[config.mk]
export PLATFORM = sky130hd
export DESIGN_NAME = conv_line_ctrl
export DESIGN_NICKNAME = d
export VERILOG_FILES = /design/src/rtl/conv_pkg.sv /design/src/rtl/conv_valid_pipe.sv /design/src/rtl/conv_line_ctrl.sv
export SDC_FILE = /design/constraint.sdc
export NUM_CORES = 1
export LEC_CHECK = 0
export ABC_AREA = 1
export BUFFER_PORTS_ARGS = -buffer_cell sky130_fd_sc_hd__buf_2
export CAP_MARGIN = 20
export CORE_UTILIZATION = 40
export DETAILED_ROUTE_END_ITERATION = 7
export PLACE_DENSITY = 0.65
export SYNTH_ARGS = -nofsm -noshare
export SYNTH_HDL_FRONTEND = slang
export SYNTH_SLANG_ARGS = --single-unit
export TNS_END_PERCENT = 1
[constraint.sdc]
create_clock -name i_clk -period 3 [get_ports i_clk]
set_input_delay 0.3 -clock i_clk [delete_from_list [all_inputs] [get_ports i_clk]]
set_output_delay 0.3 -clock i_clk [all_outputs]
set_load 0.05 [all_outputs]
[src/rtl/conv_pkg.sv]
`default_nettype none
// ============================================================================
// Module   : conv_pkg
// Purpose  : Shared types and default constants for the 5-tap convolution
//            line controller (FSM state encoding, default geometry, stall
//            counter width).
// Revision : 1.0 - initial release
// ============================================================================
package conv_pkg;

    // Controller phases: idle, weight load, pixel stream, pipeline drain,
    // one-cycle completion.
    typedef enum logic [2:0] {
        ST_IDLE   = 3'd0,
        ST_LOAD_W = 3'd1,
        ST_STREAM = 3'd2,
        ST_DRAIN  = 3'd3,
        ST_DONE   = 3'd4
    } conv_state_t;

    localparam int c_TAPS        = 5;
    localparam int c_PIPE_LAT    = 5;
    localparam int c_I_X         = 8;
    localparam int c_I_W         = 8;
    localparam int c_LEN_W       = 8;
    localparam int c_STALL_CNT_W = 16;

endpackage : conv_pkg
`default_nettype wire

[src/rtl/conv_valid_pipe.sv]
`default_nettype none
// ============================================================================
// Module   : conv_valid_pipe
// Purpose  : Enable-gated shift register that follows a "this pixel completes
//            a full window" tag through the datapath latency. It moves only
//            when the datapath advances, so it stays aligned with the PEs.
// Ports    : i_clk, i_rst_n  - clock, async active-low reset
//            i_en            - datapath advance enable
//            i_valid         - tag entering with the current pixel
//            o_valid         - tail tag qualified by i_en
// Revision : 1.0 - initial release
// ============================================================================
module conv_valid_pipe
    import conv_pkg::*;
#(
    parameter int PIPE_LAT = c_PIPE_LAT
) (
    input  logic i_clk,
    input  logic i_rst_n,
    input  logic i_en,
    input  logic i_valid,
    output logic o_valid
);

    logic [PIPE_LAT-1:0] r_sr;

    generate
        if (PIPE_LAT == 1) begin : g_single
            always_ff @(posedge i_clk or negedge i_rst_n) begin
                if (!i_rst_n)  r_sr <= '0;
                else if (i_en) r_sr <= i_valid;
            end
        end else begin : g_multi
            always_ff @(posedge i_clk or negedge i_rst_n) begin
                if (!i_rst_n)  r_sr <= '0;
                else if (i_en) r_sr <= {r_sr[PIPE_LAT-2:0], i_valid};
            end
        end
    endgenerate

    // The saturated output only changes on an advancing cycle, so the tail
    // tag is a result strobe only while the pipeline is moving.
    assign o_valid = r_sr[PIPE_LAT-1] & i_en;

endmodule : conv_valid_pipe
`default_nettype wire

[src/rtl/conv_line_ctrl.sv]
`default_nettype none
// ============================================================================
// Module   : conv_line_ctrl
// Purpose  : Sequencer for one 5-tap convolution line. Per job: loads TAPS
//            weights, streams cfg_len pixels, drains PIPE_LAT stages, then
//            pulses o_done. Generates the datapath enable, weight select and
//            output-valid strobes.
// Ports    : i_start/i_cfg_len      - job request (sampled only in IDLE)
//            i_w_*/o_w_ready         - weight word handshake
//            i_x_*/o_x_ready         - pixel handshake
//            o_w_sel/o_w/o_x/o_x_en  - datapath controls
//            o_out_valid             - result strobe
//            o_busy/o_done/o_err     - status
//            o_stall_cnt             - starved STREAM cycles
// Options  : CONV_CTRL_STALL_CNT_EN enables the stall counter; otherwise
//            o_stall_cnt is tied to zero.
// Revision : 1.0 - initial release
// ============================================================================
module conv_line_ctrl
    import conv_pkg::*;
#(
    parameter int I_X      = c_I_X,
    parameter int I_W      = c_I_W,
    parameter int TAPS     = c_TAPS,
    parameter int PIPE_LAT = c_PIPE_LAT,
    parameter int LEN_W    = c_LEN_W
) (
    input  logic                     i_clk,
    input  logic                     i_rst_n,
    input  logic                     i_start,
    input  logic [LEN_W-1:0]         i_cfg_len,
    input  logic                     i_w_valid,
    output logic                     o_w_ready,
    input  logic [I_W-1:0]           i_w_data,
    input  logic                     i_x_valid,
    output logic                     o_x_ready,
    input  logic [I_X-1:0]           i_x_data,
    output logic [TAPS-1:0]          o_w_sel,
    output logic [I_W-1:0]           o_w,
    output logic [I_X-1:0]           o_x,
    output logic                     o_x_en,
    output logic                     o_out_valid,
    output logic                     o_busy,
    output logic                     o_done,
    output logic                     o_err,
    output logic [c_STALL_CNT_W-1:0] o_stall_cnt
);

    localparam logic [LEN_W-1:0] c_TAPS_L   = LEN_W'(TAPS);
    localparam logic [LEN_W-1:0] c_TAPS_M1  = LEN_W'(TAPS - 1);
    localparam logic [LEN_W-1:0] c_DRAIN_M1 = LEN_W'(PIPE_LAT - 1);

    conv_state_t      r_state, w_state_nxt;
    logic [LEN_W-1:0] r_len;
    // One counter serves all phases: weight index, pixel index, drain cycle.
    logic [LEN_W-1:0] r_cnt, w_cnt_nxt;
    logic             r_err;
    logic             w_start_ok;
    logic             w_start_bad;
    logic             w_vin;

    assign w_start_ok  = (r_state == ST_IDLE) && i_start && (i_cfg_len >= c_TAPS_L);
    assign w_start_bad = (r_state == ST_IDLE) && i_start && (i_cfg_len <  c_TAPS_L);

    always_ff @(posedge i_clk or negedge i_rst_n) begin
        if (!i_rst_n) begin
            r_state <= ST_IDLE;
            r_cnt   <= '0;
            r_len   <= '0;
            r_err   <= 1'b0;
        end else begin
            r_state <= w_state_nxt;
            r_cnt   <= w_cnt_nxt;
            r_err   <= w_start_bad;
            if (w_start_ok) r_len <= i_cfg_len;
        end
    end

    always_comb begin
        w_state_nxt = r_state;
        w_cnt_nxt   = r_cnt;
        o_w_ready   = 1'b0;
        o_x_ready   = 1'b0;
        o_w_sel     = '0;
        o_w         = '0;
        o_x         = '0;
        o_x_en      = 1'b0;
        w_vin       = 1'b0;
        case (r_state)
            ST_IDLE: begin
                if (w_start_ok) begin
                    w_state_nxt = ST_LOAD_W;
                    w_cnt_nxt   = '0;
                end
            end
            ST_LOAD_W: begin
                o_w_ready = 1'b1;
                if (i_w_valid) begin
                    o_w     = i_w_data;
                    o_w_sel = TAPS'(1) << r_cnt;
                    if (r_cnt == c_TAPS_M1) begin
                        w_state_nxt = ST_STREAM;
                        w_cnt_nxt   = '0;
                    end else begin
                        w_cnt_nxt = r_cnt + LEN_W'(1);
                    end
                end
            end
            ST_STREAM: begin
                o_x_ready = 1'b1;
                o_x_en    = i_x_valid;
                o_x       = i_x_data;
                if (i_x_valid) begin
                    // Pixel p closes a full window once TAPS pixels are in.
                    w_vin = (r_cnt >= c_TAPS_M1);
                    // Equality against len-1 keeps len = 2^LEN_W-1 wrap-free.
                    if (r_cnt == r_len - LEN_W'(1)) begin
                        w_state_nxt = ST_DRAIN;
                        w_cnt_nxt   = '0;
                    end else begin
                        w_cnt_nxt = r_cnt + LEN_W'(1);
                    end
                end
            end
            ST_DRAIN: begin
                o_x_en = 1'b1;
                if (r_cnt == c_DRAIN_M1) begin
                    w_state_nxt = ST_DONE;
                    w_cnt_nxt   = '0;
                end else begin
                    w_cnt_nxt = r_cnt + LEN_W'(1);
                end
            end
            ST_DONE: begin
                w_state_nxt = ST_IDLE;
            end
            default: begin
                w_state_nxt = ST_IDLE;
                w_cnt_nxt   = '0;
            end
        endcase
    end

    assign o_busy = (r_state != ST_IDLE);
    assign o_done = (r_state == ST_DONE);
    assign o_err  = r_err;

    conv_valid_pipe #(
        .PIPE_LAT (PIPE_LAT)
    ) u_valid_pipe (
        .i_clk   (i_clk),
        .i_rst_n (i_rst_n),
        .i_en    (o_x_en),
        .i_valid (w_vin),
        .o_valid (o_out_valid)
    );

`ifdef CONV_CTRL_STALL_CNT_EN
    logic [c_STALL_CNT_W-1:0] r_stall_cnt;

    always_ff @(posedge i_clk or negedge i_rst_n) begin
        if (!i_rst_n) begin
            r_stall_cnt <= '0;
        end else if (w_start_ok) begin
            r_stall_cnt <= '0;
        end else if ((r_state == ST_STREAM) && !i_x_valid && (r_stall_cnt != '1)) begin
            r_stall_cnt <= r_stall_cnt + c_STALL_CNT_W'(1);
        end
    end

    assign o_stall_cnt = r_stall_cnt;
`else
    assign o_stall_cnt = '0;
`endif

endmodule : conv_line_ctrl
`default_nettype wire

# After elaboration in Yosys (flattened, before gate mapping)
# Index checks and enable logic that the tools add are counted.
# totals
ff_bits	25
elab_cells	55
in_bits	29
output_inout_bits	44
# op_classes
shifts	1
muxes	23
n_lt_le_gt_ge	3
n_bitwise	2
n_reduce_logical	7
eq_ne	12
addsub	2
# op_table
cell	count
$mux 8	8
$pmux 8 s5	1
$mux 3	6
$ge 8x3->1 const B	2
$ne 2x2->1 const B	6
$pmux 3 s4	1
$mux 5	2
$add 8x1->8 const B	1
$eq 8x3->1 const B	1
$eq 8x8->1	1
$lt 8x3->1 const B	1
$shl 1x8->5 const A	1
$sub 8x1->8 const B	1
$eq 3x2->1 const B	2
$reduce_and 6->1	1
$mux 1	4
$reduce_and 4->1	1
$eq 3x1->1 const B	1
$eq 3x3->1 const B	1
$logic_and 1x1->1	3
$logic_not 3->1	1
$reduce_bool 3->1	1
$pmux 1 s2	1
$and 1x1->1	1
$not 1->1	1

# Longest topological paths before layout
# Gate-level depths: netlist of run 1.
# logic_depth
depth_word	5
mapped_depth	14

# Hierarchy
# A second synthesis of run 1 with hierarchy kept.
# unflattened
cells_unflattened	280
hier_area_um2	1855.5
# by_module_without_submodules
module	area_per_inst_um2	n_inst	cells_each
conv_line_ctrl	1662.8	1	257
conv_valid_pipe	192.7	1	23

# Least setup slack after synthesis of run 1
# Ideal clock, no wire load.
# synth_timing
kind	flip-flop to output port
from	reg r_state[0]
to	out o_out_valid
path_stages_with_launch	9
path_slack_ns	0.275
required_time_ns	2.700
path_buffers	1
t_arrival_ns	2.425
cell_sequence	dfrtp_1 -> nor2_2 -> nand2_1 -> buf_2 -> inv_2 -> nand2_1 -> nand2_1 -> inv_1 -> nor2_1
# synth_between
elab_chain_cells	3
# synth_lines
element	line	source
start: declaration	conv_line_ctrl.sv:53	conv_state_t r_state, w_state_nxt;
start signal: assignment	conv_line_ctrl.sv:72	r_state <= w_state_nxt;
$eq 3x2->1	conv_line_ctrl.sv:89	case (r_state)
$pmux 1 s2 (*)	conv_line_ctrl.sv:89	
named net o_x_en	conv_line_ctrl.sv:41	output logic o_x_en,
$and 1x1->1 (*)	conv_valid_pipe.sv:43	assign o_valid = r_sr[PIPE_LAT-1] & i_en;
end: declaration	conv_line_ctrl.sv:42	output logic o_out_valid,
# Mark *: on every way through the listed nets, which the timed path passes. The rest lies on a longest branch.

# Worst setup path after layout of run 1
# layout_timing
from	reg r_state[0]
to	out o_w_sel[4]
# layout_between
elab_chain_cells	2
# layout_lines
element	line	source
$eq 3x1->1	conv_line_ctrl.sv:89	
$mux 5	conv_line_ctrl.sv:89	
end: declaration	conv_line_ctrl.sv:38	output logic [TAPS-1:0] o_w_sel,
# Every way passes these cells.

==> results.toml, run 1 <==
[status]
status = "finished, violations left"
violations = "DRC"

[clocking]
clk_pin_slew_ns = 0.09
cts_buffer_depth = 2
cts_tree = "built"
worstSkewPairLatency_ns = 0.27
cts_resized = 0
cts_buffers = 3
post_cts_buffers = 0
cts_hold_buffers = 0
htreeDepth = 1
cts_root_buffer = "clkbuf_8"
numClockSinks = 25

[sta]
tns_ns = 0
max_slew_margin = 0.6139
setup_viol = 0
fin_crit_sh = 0.7589
slew_violations = 0
holdWs_ns = 0.01222
worstMarginPinSlew_ns = 0.5791
max_freq_ghz = 0.4392
final-hold-violation-count = 0
fin_ws_ns = 0.7234
rsz0062_at_grt = "no"
skew_ns = 0.002725
fin_crit_ns = 2.277

[synth]
synthTopCellsByCount = "nand2_1 (67), inv_1 (42), nor2_1 (41), dfrtp_1 (25), buf_4 (16)"
syn_avg_cell_area_um2 = 6.816
synth-main-ff-cell = "dfrtp_1"
ys_warn_count = 0
synth_mux_area_frac = 0.01789
synth.ff_latch_count = 25
synth.cell_area_um2 = 1888
synthArstFlopShare = 1.000
yosysTopAreaCellShare = 0.3313
synth_edf_count = 0
synth_top_family_by_area = "simple AND/OR/NAND/NOR gates"
post_synth_and_or_nand_nor_area_fraction = 0.3711
netlist_top_cells_area = "dfrtp_1 (33%), nand2_1 (13%), inv_1 (8.3%)"
synthAdderAreaFrac = 0.01988
yosys.cell_count.top_type = "nand2_1"
seq_area_frac_synth = 0.3313
yosysUniqueCellTypes = 29
yosysTopAreaCell = "dfrtp_1"
synthXorXnorAreaFrac = 0.04639
synth_compound_area_frac = 0.03976
netlist_instances = 277

[pwr]
power_density_nw_per_um2 = 911.6
power.leakage_nw = 1.301
peakVddDrop_mv = 0.5398
power.total_w = 0.002004

[critical_path]
worstPathArrival_ns = 1.98
worstSetupEndpointType = "output port"
crit_fanout = 11
r2r_start = "r_len[0]"
r2r_cells = 13
crit_type = "reg -> out"
rrSetupSlack_ns = 1.14
required_ns = 2.70
cp-start-kind = "register"
timing.rr.end = "r_state[1]"

[route]
drc = 2
drt-initial-drc-count = 81
vias = 1779
firstDrtPassIters = 6
ant_nets = 0
wl_per_cell_um = 10.40
vias_per_cell = 4.633
drt-total-wl_um = 3994

[global_route]
grt_pass1_vias = 1659
overflow = 0
grt_pass1_wl_um = 6927
grt_usage = 0.1683
antenna_found_initial = 0
grt_max_degree = 26

[die]
die_area_um2 = 4999
ios = 73
die_w_um = 70.71
fp.dieH_um = 70.71
start_util = 0.4248
core_area_um2 = 4444
num_rows = 24

[placement]
gp_congestion = 0.9118
dp_hpwl_um = 3240
numPortBuffers = 56
dp_slack_ns = 1.008

[layout]
nNetsFinal = 365
drive_gt1_frac = 0.2470
diodes = 0
syn_to_final_growth_pct = 16.43

[hold_path]
min_path_type = "in -> async"

[run]
max_cap_viol_count = 0
-- kinds of logic after synthesis --
family                   count (synthesis)
AND/OR/NAND/NOR                        154
other                                    1
multiplexers                             3
flip-flops                              25
buffers and inverters                   69
AO/OA/AOI/OAI                           12
adder cells (fa/ha/maj)                  3
XOR/XNOR                                10
-- registers in the layout, indices dropped and copies added (netlist names) --
register	cells
o_err	1
u_valid_pipe.r_sr	5
r_cnt	8
r_state	3
r_len	8
-- how the worst max path moves through the flow --
stage                from          end  slack, ns  cells past startpoint
3_3_place_gp   r_state[0]   o_w_sel[4]       1.04                      9
5_1_grt        r_state[0]  o_out_valid       0.50                      8
4_1_cts        r_state[0]   o_w_sel[4]       0.69                      9
2_1_floorplan  r_state[0]  o_out_valid       0.27                      8
3_5_place_dp   r_state[0]   o_w_sel[4]       1.01                      9
6_report       r_state[0]   o_w_sel[4]       0.72                      9
-- per-layer routing --
metal,track usage,up-vias,share of wire
met3,0.02991,6,0.053
li1,-,924,-
met1,0.2195,783,0.47
met5,0,-,0
met2,0.2842,66,0.46
met4,0.05333,0,0.015
-- per-stage QoR --
step           std cells  utilization  cell area (um^2)
6_report             384       0.4947              2198
5_1_grt              384       0.4947              2198
4_1_cts              384       0.4947              2198
3_5_place_dp         380       0.4837              2150
3_3_place_gp         380       0.4837              2150
2_1_floorplan        292            -              1944
-- layout make-up --
class                           count  area (um^2)
Clock inverter                      1        7.507
Timing Repair Buffer               56        280.3
Multi-Input combinational cell    198        994.7
Sequential cell                    25        625.6
Tap cell                           52        65.06
Fill cell                         467         2246
Inverter                           49        183.9
Clock buffer                        3        41.29
-- power by group --
part	total, W	leakage [nW]	switching (W)	internal [W]
Sequential	0.000561	0.321	0.000115	0.000445
Clock	0.000210	0.0217	0.000116	0.0000942
Combinational	0.00123	0.958	0.000889	0.000345
-- cell usage in the layout, fill, tap and decap left out --
cell type	n
nor3_2	1
nor2_4	1
xor2_1	7
xnor2_1	3
clkbuf_8	3
nor3_1	8
ha_1	3
nor4_2	1
nand2_4	2
o21ai_1	1
nand2_1	67
nor2_2	3
nand3_4	1
o22ai_1	1
inv_1	42
inv_2	5
clkinv_1	2
clkinvlp_4	1
dfrtp_1	25
nand2_2	4
conb_1	16
a21oi_1	5
mux2_2	3
nand4_1	10
o21a_1	1
nand3_1	15
o21ai_0	3
o21ai_4	1
buf_2	56
nor2_1	41
-- critical path, stage by stage (launching register included) --
cell and delay (ns):
dfrtp_1 0.42, inv_1 0.07, nor2_2 0.16, nand2_1 0.26
inv_2 0.11, nand2_1 0.07, inv_1 0.07, nand4_1 0.12
nor3_1 0.15, buf_2 0.28
(Power assumes the default switching activity.)
==> run 2: changes to the inputs <==
Clock period 3 ns to 2.3 ns, I/O delays scaled along.
==> run 2 against run 1 <==
- the run still ends with DRC left
- register-to-register slack worse by 0.68 ns
- clock skew shrank 0.00052 ns
- die area unchanged
- clock power is 30% higher
- core utilization grew 0.73 points
- critical path type unchanged
- highest routed layer unchanged
==> results.toml, run 2 (same netlist as run 1, synthesis figures left out) <==
[status]
status = "finished, violations left"
violations = "DRC"

[route]
vias_per_cell = 4.715
drt-initial-drc-count = 69
drc = 10
wl_per_cell_um = 10.66
vias = 1820
drt-total-wl_um = 4115
ant_nets = 0
firstDrtPassIters = 6

[pwr]
power.leakage_nw = 1.309
power_density_nw_per_um2 = 1193
p_sw_w = 0.001491
p_sw_frac = 0.5603
p_int_w = 0.001170
seqPwrFrac = 0.277
p_comb_frac = 0.621
p_clk_frac = 0.102
peakVddDrop_mv = 0.6282

[global_route]
grt_max_degree = 26
grt_pass1_wl_um = 7051
grt_usage = 0.1732
overflow = 0
grt_pass1_vias = 1641
antenna_found_initial = 0

[critical_path]
cp_slowest_cell = "nor4_2"
worstSetupEndpointType = "output port"
r2r_cells = 13
crit_fanout = 4
cp-start-kind = "register"
worstPathCellList = "nor4_2 -> inv_1 -> nor3_1 -> buf_2"
r2r_start = "r_len[0]"
worstPathArrival_ns = 1.84
crit_type = "reg -> out"
rrSetupSlack_ns = 0.46
timing.rr.end = "r_state[0]"
required_ns = 2.07
slowest_delay_ns = 0.45

[die]
die_area_um2 = 4999
ios = 73
fp.dieH_um = 70.71
num_rows = 24
die_w_um = 70.71
core_area_um2 = 4444
start_util = 0.4248

[sta]
skew_ns = 0.002209
setup_viol = 0
max_freq_ghz = 0.4821
fin_crit_sh = 0.9019
fin_ws_ns = 0.2255
worstMarginPinSlew_ns = 0.5797
slew_violations = 0
max_slew_margin = 0.6135
rsz0062_at_grt = "no"
fin_crit_ns = 2.074
final-hold-violation-count = 0

[layout]
diodes = 0
nNetsFinal = 367
fin_area_um2 = 2231
drive_gt1_frac = 0.2605
reg_top3 = "r_cnt (8), r_len (8), u_valid_pipe.r_sr (5)"
final_common_cell = "nand2_1"
final_cell_mix = "nand2_1 (65), buf_2 (55), inv_1 (42)"
fill_cells = 460
syn_to_final_growth_pct = 18.16

[clocking]
post_cts_buffers = 0
cts_buffer_depth = 2
cts_tree = "built"
cts_buffers = 3
cts_root_buffer = "clkbuf_8"
htreeDepth = 1
numClockSinks = 25
clk_pin_slew_ns = 0.09
worstSkewPairLatency_ns = 0.27

[placement]
numPortBuffers = 56
gp_congestion = 0.8577
dp_slack_ns = 0.3712
dpl_cell_area_um2 = 2165
dp_hpwl_um = 3310

[hold_path]
min_path_type = "in -> reg"
holdPathStages = 2
min_from = "i_cfg_len[2]"
hold_end = "r_len[2]"

[run]
max_cap_viol_count = 0
run 2: cell types whose count changed in the layout (fill, tap and decap cells not counted):
cell and delta:
clkbuf_4 +1, dlygate4sd3_1 +1, nor3_1 -1, nor2_2 +1
nand2_1 -2, buf_2 -1, buf_4 +1, nor2_1 -1
nor3_2 +1, nand2_2 +2
run 2: power by group through the flow:
| stage | Combinational, W | Sequential [W] | Clock, W |
|---|---|---|---|
| floorplan | 0.00137 | 0.000698 | 0 |
| global placement | 0.00163 | 0.000741 | 0 |
| detailed placement | 0.00165 | 0.000742 | 0 |
| CTS | 0.00166 | 0.000734 | 0.000281 |
| global route | 0.00183 | 0.000757 | 0.000300 |
| finish | 0.00165 | 0.000737 | 0.000273 |
run 2: how the worst max path moves through the flow:
stage | startpoint | to | slack, ns | cells past startpoint
global route | r_state[0] | o_out_valid | 0.04 | 8
global placement | r_state[0] | o_out_valid | 0.46 | 8
finish | r_cnt[4] | o_w_sel[2] | 0.23 | 4
floorplan | r_state[0] | o_w_sel[2] | -0.28 | 9
detailed placement | r_state[0] | o_out_valid | 0.37 | 8
CTS | r_state[0] | o_out_valid | 0.06 | 8
run 2: area by class of cell:
type / count / area [um^2] / area share
clock buffers: 3 / 41.29 / 0.01851
clock inverters: 1 / 7.507 / 0.003365
inverters: 49 / 183.9 / 0.08245
multi-input cells: 198 / 1007 / 0.4515
flip-flops and latches: 25 / 625.6 / 0.2804
well taps: 52 / 65.06 / 0.02916
repair buffers: 58 / 300.3 / 0.1346
run 2: per-layer routing:
layer  part of all wire  track usage  vias up
met5                  0            0        -
met1               0.46       0.2209      814
met3              0.055      0.02564        8
li1                   -            -      932
met4              0.016      0.04444        0
met2               0.47       0.3077       66
run 2: worst max-delay path: cells and delay by family (launching register included):
kind                   cells  cell delay, ns
DFF                        1            0.44
and+or+nand+nor            2            0.65
buffers and inverters      2            0.49
run 2: what timing repair did:
action                                  4_1_cts  5_1_grt
hold buffers                                  1        0
endpoints found under the hold margin        25        0
endpoints found under the setup margin        0        1
resized for setup                             0        3
run 2: metrics by stage:
step                power [W]    util  hold slack (ns)  instances  setup TNS, ns
floorplan            0.002066       -         -0.06559        292        -0.8818
global placement     0.002369  0.4871           0.2703        381              0
detailed placement   0.002391  0.4871           0.2717        381              0
CTS                  0.002671  0.5003           0.1796        386              0
global route         0.002886  0.5020           0.1895        386              0
finish               0.002661  0.5020           0.1818        386              0
